File: config.mk
export PLATFORM = sky130hd
export DESIGN_NAME = ifu_fetch
export DESIGN_NICKNAME = d
export VERILOG_FILES = /design/src/rtl/ifu_fetch.sv
export SDC_FILE = /design/constraint.sdc
export NUM_CORES = 1
export LEC_CHECK = 0
export ABC_AREA = 0
export CAP_MARGIN = 20
export CELL_PAD_IN_SITES_DETAIL_PLACEMENT = 0
export CELL_PAD_IN_SITES_GLOBAL_PLACEMENT = 1
export CORE_MARGIN = 1
export CORE_UTILIZATION = 32
export DETAILED_ROUTE_END_ITERATION = 6
export GPL_TIMING_DRIVEN = 0
export PLACE_DENSITY_LB_ADDON = 0.12
export SKIP_CTS_REPAIR_TIMING = 1
export SLEW_MARGIN = 20
export SYNTH_ARGS = -nofsm -noshare
export SYNTH_HDL_FRONTEND = slang
export SYNTH_SLANG_ARGS = --single-unit
export TNS_END_PERCENT = 100
File: constraint.sdc
create_clock -name clk -period 5.2 [get_ports clk]
set_input_delay 0.52 -clock clk [delete_from_list [all_inputs] [get_ports clk]]
set_output_delay 0.52 -clock clk [all_outputs]
set_load 0.02 [all_outputs]
File: src/rtl/ifu_fetch.sv
// Instruction fetch unit: owns the PC, picks the next PC from the
// sequential / branch / jump / jump-register sources, validates every
// target against the instruction memory window and stops fetching on
// the first illegal target. Leaving HALT requires a reset.
module ifu_fetch #(
  parameter logic [31:0] PC_RESET = 32'h0000_3000,
  parameter logic [31:0] PC_LAST  = 32'h0000_6FFC
) (
  input  logic        clk,
  input  logic        reset_n,
  input  logic        stall,
  input  logic [1:0]  npc_sel,
  input  logic        br_taken,
  input  logic [15:0] imm16,
  input  logic [25:0] imm26,
  input  logic [31:0] rs_val,
  input  logic [31:0] im_instr,
  output logic [11:0] instr_addr,
  output logic [31:0] pc,
  output logic [31:0] pc_plus4,
  output logic [31:0] instr,
  output logic        halted,
  output logic [31:0] exc_pc,
  output logic [15:0] fetch_cnt
);

  typedef enum logic {
    RUN  = 1'b0,
    HALT = 1'b1
  } state_t;

  localparam logic [1:0] SEL_SEQ = 2'b00;
  localparam logic [1:0] SEL_BR  = 2'b01;
  localparam logic [1:0] SEL_J   = 2'b10;
  localparam logic [1:0] SEL_JR  = 2'b11;

  state_t      state_reg, state_next;
  logic [31:0] pc_reg, pc_next;
  logic        halted_reg, halted_next;
  logic [31:0] exc_pc_reg, exc_pc_next;
  logic [15:0] fetch_cnt_reg, fetch_cnt_next;

  logic [31:0] pc_off;
  logic [31:0] br_off;
  logic [31:0] npc;
  logic        npc_legal;

  // Word offset into the window drives the memory; PC+4 is the link value.
  always_comb begin
    pc_off   = pc_reg - PC_RESET;
    pc_plus4 = pc_reg + 32'd4;
    br_off   = {{14{imm16[15]}}, imm16, 2'b00};
  end

  // Next-PC candidate selection and window/alignment legality check.
  always_comb begin
    npc = pc_plus4;
    case (npc_sel)
      SEL_SEQ: npc = pc_plus4;
      SEL_BR:  npc = br_taken ? (pc_plus4 + br_off) : pc_plus4;
      SEL_J:   npc = {pc_reg[31:28], imm26, 2'b00};
      SEL_JR:  npc = rs_val;
      default: npc = pc_plus4;
    endcase
    npc_legal = (npc[1:0] == 2'b00) && (npc >= PC_RESET) && (npc <= PC_LAST);
  end

  // FSM next-state: advance on a legal target, trap on an illegal one.
  always_comb begin
    state_next     = state_reg;
    pc_next        = pc_reg;
    halted_next    = halted_reg;
    exc_pc_next    = exc_pc_reg;
    fetch_cnt_next = fetch_cnt_reg;
    case (state_reg)
      RUN: begin
        if (!stall) begin
          if (npc_legal) begin
            pc_next = npc;
            if (fetch_cnt_reg != 16'hFFFF) begin
              fetch_cnt_next = fetch_cnt_reg + 16'd1;
            end
          end else begin
            state_next  = HALT;
            halted_next = 1'b1;
            exc_pc_next = npc;
          end
        end
      end
      HALT: begin
        state_next = HALT;
      end
      default: begin
        state_next = RUN;
      end
    endcase
  end

  // State registers; reset wins over stall and over HALT.
  always_ff @(posedge clk) begin
    if (!reset_n) begin
      state_reg     <= RUN;
      pc_reg        <= PC_RESET;
      halted_reg    <= 1'b0;
      exc_pc_reg    <= 32'h0000_0000;
      fetch_cnt_reg <= 16'h0000;
    end else begin
      state_reg     <= state_next;
      pc_reg        <= pc_next;
      halted_reg    <= halted_next;
      exc_pc_reg    <= exc_pc_next;
      fetch_cnt_reg <= fetch_cnt_next;
    end
  end

  // Output drive; decode sees a nop once fetch has stopped.
  always_comb begin
    instr_addr = pc_off[13:2];
    pc         = pc_reg;
    halted     = halted_reg;
    exc_pc     = exc_pc_reg;
    fetch_cnt  = fetch_cnt_reg;
    instr      = (state_reg == HALT) ? 32'h0000_0000 : im_instr;
  end

endmodule

# Word level (Yosys, flattened, before mapping)
# Index checks and enable logic that the tools add are counted.
# word_totals
output_inout_bits	157
word_cells	31
in_bits	112
ff_bits	82
# op_classes
bitwise	3
eq_ne	4
magnitude_cmp	2
n_addsub	4
reduce_logical	7
n_mux	6
# ops
operator	count
32-bit case mux with 4 select lines	1
32-bit 2-to-1 mux	2
32-bit by 3-bit adder with 32-bit output (second input constant)	1
32-bit adder	1
32-bit by 14-bit greater-or-equal comparator with 1-bit output (second input constant)	1
32-bit by 15-bit <= comparator with 1-bit output (second input constant)	1
16-bit by 1-bit adder with 16-bit output (second input constant)	1
16-bit inequality test (second input constant)	1
14-bit subtractor (second input constant)	1
3-bit AND reduction	2
2-bit equality test (second input constant)	2
2-bit logical NOT	2
4-bit AND reduction	1
1-bit NOT	3
2-bit by 1-bit equality test with 1-bit output (second input constant)	1
1-bit logical AND	2
1-bit 2-to-1 mux	2
1-bit case mux with 2 select lines	1

# Longest topological paths before layout
# Gate-level depths: netlist (run 1).
# logic_depth
word_depth	10
ltp_mapped	19
depth_no_buf	18

# Worst setup path before layout (run 1)
# Ideal clock, no wire load.
# synth_path
path_kind	register to register
startpoint	register pc_reg[2], in the netlist pc[2]
endpoint	register fetch_cnt_reg[13], in the netlist fetch_cnt[13]
period_less_slack_ps	5177
path_stages_with_launch	20
path_buffers	2
t_arrival_ps	5107
setup_ps	70
setup_slack_ps	23
t_required_ps	5130
path_cell_list	dfxtp_1 -> ha_1 -> and4_1 -> nand4_1 -> or3_1 -> xnor2_1 -> ha_1 -> clkbuf_1 -> a21oi_1 -> o21ai_0 -> a21oi_1 -> o21ai_0 -> a41o_1 -> o31ai_1 -> o211ai_1 -> or3_1 -> clkbuf_1 -> or3_1 -> or3_1 -> a21oi_1
# synth_between
elab_chain_len	8
word_cells_on_any_way	9
classes_between	2 x add/sub; 2 x order compare; 2 x mux; 3 x reduce/logical
# synth_rtl
item	line_no	text
from (decl)	38	logic [31:0] pc_reg, pc_next;
from (signal assigned)	109	pc_reg <= pc_next;
32-bit by 3-bit adder with 32-bit output (*)	51	pc_plus4 = pc_reg + 32'd4;
via pc_plus4[22]	20	output logic [31:0] pc_plus4,
32-bit adder	60	SEL_BR: npc = br_taken ? (pc_plus4 + br_off) : pc_plus4;
32-bit 2-to-1 mux	60	
32-bit case mux with 4 select lines (*)	58	case (npc_sel)
32-bit by 14-bit greater-or-equal comparator with 1-bit output	65	npc_legal = (npc[1:0] == 2'b00) && (npc >= PC_RESET) && (npc <= PC_LAST);
1-bit logical AND	65	
1-bit logical AND (*)	65	
4-bit AND reduction (no line) (*)	--	
to (signal assigned)	112	fetch_cnt_reg <= fetch_cnt_next;
to (decl)	41	logic [15:0] fetch_cnt_reg, fetch_cnt_next;
# Mark *: on every way through the listed nets, which the timed path passes. The rest lies on a longest branch.
# A chain may end at the register's enable or synchronous reset.

# Worst setup path after layout (run 1)
# layout_path
startpoint	register pc_reg[2], in the netlist pc[2]
endpoint	register fetch_cnt_reg[1], in the netlist fetch_cnt[1]
# layout_between
elab_chain_len	8
word_cells_on_any_way	9
classes_between	2 x add/sub; 2 x order compare; 2 x mux; 3 x reduce/logical
# layout_rtl
item	line_no
32-bit by 3-bit adder with 32-bit output (*)	51
32-bit adder	60
32-bit 2-to-1 mux	60
32-bit case mux with 4 select lines (*)	58
32-bit by 14-bit greater-or-equal comparator with 1-bit output	65
1-bit logical AND	65
1-bit logical AND (*)	65
4-bit AND reduction (no line) (*)	--
# Every way passes the cells marked *; elsewhere a longest branch is shown, timed or not.

==> flow_summary.yaml, run 1 <==
sta:
  min_period_over_period_pct: 97.2
  max_freq_mhz: 198
  finalHoldViolCount: 0
  tightest_slew_ns: 1.19
  relSlewSlack_pct: 20.2
  fin_crit_ns: 5.05
  maxSlewViolCount: 0
  final.setup_skew_ns: 0.00846
  setup_viol: 0
critical_path:
  reg2reg_slack_ns: 0.15
  timing.rr.start: "pc[2]"
  slowest_stage: "or4_4"
  r2r_cells: 17
  crit_type: "reg2reg"
  path_cells: "ha_4 > and4_4 > nand4_1 > xnor2_2 > ha_2 > and3_4 > nor2b_1 > o31a_1 > a311o_1 > a2111o_1 > o211a_1 > or4_4 > nor4_4 > nand4_4 > buf_12 > nor4_2 > mux2i_1"
  crit_path_start: "pc[2]"
  cp_max_fo: 7
  worst_setup_path_start_kind: "register"
  slowest_delay_ns: 0.58
  cp-end-kind: "register"
  rr_endpoint: "fetch_cnt[1]"
  cp.arrival_ns: 5.33
  required_ns: 5.47
finish:
  stdcell_count: 1565
  nets: 1429
  final_cell_mix: "clkdlybuf4s50_1 (266), nand2_1 (147), dfxtp_1 (68)"
  drive_gt1_share_pct: 14.3
  seq_area_um2: 1680
  final_common_cell: "clkdlybuf4s50_1"
  multi_input_area_um2: 5790
  utilization_pct: 52.0
  fillers: 2143
  syn_to_final_growth_pct: 57.2
  diodes: 0
floorplan:
  core_um2: 22100
  ios: 269
  die_y_um: 153
  start_util_pct: 33.1
  rows: 54
  die-area_um2: 23400
  die_w_um: 153
clocking:
  cts_tree: "built"
  cts_root_buf: "clkbuf_16"
  clkLatencyLatePin_ns: 0.34
  htree_levels: 3
  path_clk_slew_ns: 0.07
  numCtsBuffers: 9
  cts_sinks: 82
  clockBufferDepth: 2
global_routing:
  grt_pass1_wl_mm: 47.5
  first_global_vias: 7868
  grt-ovfl-total: 0
  grt_antenna_before_repair: 0
  grt_start_max_net_pins: 21
  grtUsageTotal_pct: 26.2
power:
  switching_share_pct: 30.8
  comb_power_share_pct: 28.4
  p_per_area_nw_per_um2: 166
  p_leak_nw: 4.52
  sequentialPowerShare_pct: 34.2
  clock_power_share_pct: 37.4
  power_switching_uw: 585
  power.internal_mw: 1.32
  ir_worst_vdd_mv: 0.142
synthesis:
  netlist_instances: 976
  synth-seq-cells: 82
  ys.flop_type: "dfxtp_1"
  synth_edf_count: 0
  synth-seq-area-share_pct: 22.5
  syn-num-nets: 1125
  ys_warn_count: 0
  avgSynthCellArea_um2: 7.48
  netlist_area_um2: 7300
  ys_types: 75
  synthArstFlopShare_pct: 0
routing:
  top_layer: "met4"
  antenna_left: 0
  wl_mm: 31.4
  vias: 8448
  remaining_drc_errors: 0
  first_pass_iters: 5
  routed-wl-met2_mm: 14.4
  wire_per_inst_um: 20.1
  drt-met1-wl_mm: 14.2
  drtIter0Drc: 536
  met3_length_mm: 2.23
  viasPerCell: 5.40
run_status:
  status: "finished, final reports clean"
worst_hold_path:
  holdPathEnd: "exc_pc[4]"
  min-delay-start: "exc_pc[4]"
  whs_path_depth: 2
  hold_class: "reg2reg"
place:
  gp_congestion: 0.914
  io_buffers: 267
  place_hpwl_mm: 25.1
  dp_cells: 1523
flow_run:
  maxCapViolations: 0
[power groups by stage]
stage                     sequential [mW]  combinational (mW)  clock [mW]
after floorplan                     0.686               0.246           0
after global placement              0.669               0.507           0
after detailed placement            0.669               0.507           0
after CTS                           0.655               0.509       0.729
after global routing                0.652               0.582       0.750
final                               0.650               0.540       0.712
[worst max-delay path: cells and delay by family, from the launching register on]
family,cells,cell delay [ns]
buf+inv,1,0.17
mux,1,0.24
compound gates,4,1.24
xor+xnor,1,0.23
flops,1,0.40
fa+ha+maj,2,0.51
simple gates,8,2.19
[kinds of logic after synthesis]
| kind of cell | Yosys count | synth area share [%] |
|---|---|---|
| and+or+nand+nor | 424 | 29.9 |
| AOI/OAI and AO/OA | 226 | 20.3 |
| buffers and inverters | 93 | 5.60 |
| DFF | 82 | 22.5 |
| muxes | 70 | 9.78 |
| xor gates and xnor gates | 44 | 5.47 |
| adders and majority gates | 37 | 6.44 |
[how the worst max path moves through the flow]
stage | to | depth (start not counted) | slack, ns
3_3_place_gp | exc_pc[19] | 19 | -0.88
4_1_cts | exc_pc[22] | 19 | -0.95
6_report | fetch_cnt[1] | 17 | 0.15
3_5_place_dp | exc_pc[22] | 19 | -0.90
5_1_grt | fetch_cnt[10] | 19 | -0.04
2_1_floorplan | fetch_cnt[13] | 19 | 0.02
[synth_stat cells (all sizes together), types with 9 or more instances]
cell / count / area (µm²)
dfxtp: 82 / 1640
o221ai: 9 / 78.8
nand4: 23 / 156
nor2b: 38 / 238
nand2b: 14 / 87.6
and3: 31 / 199
xnor2: 26 / 228
nand3: 30 / 150
mux2i: 59 / 591
a211oi: 11 / 82.6
mux2: 11 / 124
nor3: 16 / 80.1
nand2: 150 / 563
inv: 23 / 86.3
buf: 27 / 161
o211ai: 15 / 113
xor2: 17 / 149
nor2: 64 / 240
clkbuf: 42 / 158
a21oi: 63 / 315
or3: 10 / 62.6
ha: 36 / 450
o21ai: 52 / 260
a31oi: 12 / 81.3
[through the flow]
stage,worst slack (ns),TNS [ns],power [mW],hold WS [ns],cell area (µm²)
finish,0.147,0,1.90,0.460,11500
detailed placement,-0.902,-60.86,1.18,0.446,10300
global route,-0.0361,-0.151,1.98,0.479,11500
CTS,-0.951,-64.10,1.89,0.463,10700
global placement,-0.881,-58.54,1.18,0.447,10300
floorplan,0.0230,0,0.932,0.533,7300
[final cells by class]
type | instances | area share, %
multi-input combinational | 801 | 50.4
timing repair buffer | 301 | 25.6
sequential | 82 | 14.6
tap | 280 | 3.05
buffer | 61 | 2.57
clock buffer | 9 | 1.96
clock inverter | 7 | 0.926
inverter | 24 | 0.785
[metal layers]
metal  up-vias  global-route usage (%)
met2       326                    41.8
met5         -                       0
met3        34                    6.12
met4         0                    7.70
met1      3956                    35.0
li1       4132                       -
(Power assumes the default switching activity.)
==> run 2: changes to the inputs <==
--- a/config.mk
+++ b/config.mk
@@ -11,10 +11,10 @@
 export CELL_PAD_IN_SITES_GLOBAL_PLACEMENT = 1
 export CORE_MARGIN = 1
 export CORE_UTILIZATION = 32
+export CTS_BUF_LIST = sky130_fd_sc_hd__clkbuf_16
 export DETAILED_ROUTE_END_ITERATION = 6
 export GPL_TIMING_DRIVEN = 0
 export PLACE_DENSITY_LB_ADDON = 0.12
-export SKIP_CTS_REPAIR_TIMING = 1
 export SLEW_MARGIN = 20
 export SYNTH_ARGS = -nofsm -noshare
 export SYNTH_HDL_FRONTEND = slang
==> run 2 against run 1 <==
  * Total power rose by 0.16%
  * Cell count decreased by 0.26%
  * Critical path depth unchanged
  * Clock power is essentially flat
  * Highest routed layer unchanged
==> flow_summary.yaml, run 2 (same netlist as run 1, synthesis figures left out) <==
run_status:
  status: "finished, final reports clean"
critical_path:
  cp_max_fo: 10
  crit_path_start: "pc[4]"
  cp-end-kind: "register"
  rr_endpoint: "fetch_cnt[10]"
  crit_type: "reg2reg"
  reg2reg_slack_ns: 0.19
  worst_setup_path_start_kind: "register"
  required_ns: 5.47
  timing.rr.start: "pc[4]"
  path_cells: "nand3_2 > nor4_4 > buf_4 > buf_12 > nand4_1 > xnor2_2 > ha_2 > nand2_1 > o21ai_0 > a211oi_1 > nor2_1 > o21a_1 > o211ai_1 > a2111oi_4 > nand4_4 > or4b_1 > a21oi_1"
  endpoint: "fetch_cnt[10]"
  cp.arrival_ns: 5.28
  slowest_delay_ns: 0.55
  slowest_stage: "or4b_1"
  r2r_cells: 17
routing:
  vias: 8441
  first_pass_iters: 5
  antenna_left: 0
  remaining_drc_errors: 0
  wire_per_inst_um: 20.2
  viasPerCell: 5.41
  drtIter0Drc: 537
  wl_mm: 31.5
finish:
  drive_gt1_share_pct: 14.0
  nets: 1425
  diodes: 0
  final_common_cell: "clkdlybuf4s50_1"
  utilization_pct: 51.8
  syn_to_final_growth_pct: 56.7
  multi_input_area_um2: 5790
  final_area_um2: 11400
  seq_area_um2: 1680
  fillers: 2153
  final_cell_mix: "clkdlybuf4s50_1 (266), nand2_1 (147), dfxtp_1 (69)"
sta:
  tightest_slew_ns: 1.21
  max_freq_mhz: 200
  setup_viol: 0
  relSlewSlack_pct: 19.1
  final.setup_skew_ns: 0.00886
  holdWs_ns: 0.459
  fin_crit_ns: 5.01
  finalHoldViolCount: 0
  maxSlewViolCount: 0
  min_period_over_period_pct: 96.3
floorplan:
  start_util_pct: 33.1
  die_y_um: 153
  rows: 54
  core_um2: 22100
  die-area_um2: 23400
  die_w_um: 153
  ios: 269
flow_run:
  maxCapViolations: 0
clocking:
  clockBufferDepth: 2
  path_clk_slew_ns: 0.07
  cts_sinks: 82
  cts_tree: "built"
  clkLatencyLatePin_ns: 0.34
  cts_root_buf: "clkbuf_16"
  cts_hold_buf: 0
  numCtsBuffers: 9
  htree_levels: 3
global_routing:
  grtUsageTotal_pct: 26.5
  first_global_vias: 8024
  grt_pass1_wl_mm: 48.0
  grt-ovfl-total: 0
  grt_start_max_net_pins: 21
  grt_antenna_before_repair: 0
place:
  dpl_cell_area_um2: 10300
  gp_congestion: 0.914
  io_buffers: 267
  place_hpwl_mm: 25.1
power:
  power_mw: 1.91
  ir_worst_vdd_mv: 0.150
  p_leak_nw: 4.48
  p_per_area_nw_per_um2: 166
worst_hold_path:
  hold_class: "reg2reg"
## run 2: cell count changes in the layout (fill, tap and decap cells not counted), sizes merged
cell,previous run,this run
clkbuf,43,44
a31oi,12,13
buf,61,55
## run 2: cell type report
type / count / share of cell area (%)
Tap cell: 280 / 3.06
Clock inverter: 7 / 0.929
Timing Repair Buffer: 296 / 25.4
Buffer: 61 / 2.60
Sequential cell: 82 / 14.6
Multi-Input combinational cell: 802 / 50.6
Clock buffer: 9 / 1.97
Inverter: 24 / 0.787
## run 2: how the worst min path moves through the flow
| stage | from | to | slack [ns] | cells after the start |
|---|---|---|---|---|
| 2_1_floorplan | exc_pc[10] | exc_pc[10] | 0.53 | 2 |
| 3_3_place_gp | exc_pc[11] | exc_pc[11] | 0.45 | 2 |
| 3_5_place_dp | exc_pc[11] | exc_pc[11] | 0.45 | 2 |
| 4_1_cts | exc_pc[11] | exc_pc[11] | 0.46 | 2 |
| 5_1_grt | exc_pc[11] | exc_pc[11] | 0.48 | 2 |
| 6_report | exc_pc[4] | exc_pc[4] | 0.46 | 2 |
## run 2: metal layers
| layer | up-vias | share of wire, % | GRT usage [%] |
|---|---|---|---|
| met1 | 3954 | 45 | 35.0 |
| met4 | 0 | 2.0 | 6.73 |
| li1 | 4126 | - | - |
| met3 | 37 | 7.6 | 6.04 |
| met2 | 324 | 46 | 43.2 |
| met5 | - | 0 | 0 |
## run 2: worst max-delay path, delay by kind of cell (launching register included)
kind                     cells  cell delay [ns]
AND/OR/NAND/NOR              7             1.96
AO/OA/AOI/OAI                6             1.54
adder cells (fa/ha/maj)      1             0.47
flip-flops                   1             0.42
buffers and inverters        2             0.29
XOR/XNOR                     1             0.24
## run 2: per-stage QoR
stage / TNS, ns / worst slack [ns] / std cells
finish: 0 / 0.191 / 1561
global route: -0.0398 / -0.0130 / 1561
CTS: 0 / 0.00745 / 1546
detailed placement: -60.86 / -0.902 / 1523
global placement: -58.54 / -0.881 / 1523
floorplan: 0 / 0.0230 / 976
## run 2: power breakdown
group	internal (mW)	switching [mW]	total (mW)
sequential	0.641	0.0102	0.651
combinational	0.247	0.293	0.540
clock	0.431	0.283	0.714
total	1.32	0.586	1.91
## run 2: what timing repair did
item | CTS | global route
gates cloned | 0 | 1
setup buffers | 12 | 17
gates resized for setup | 57 | 62
setup endpoints to repair | 82 | 78
pin swaps | 8 | 20
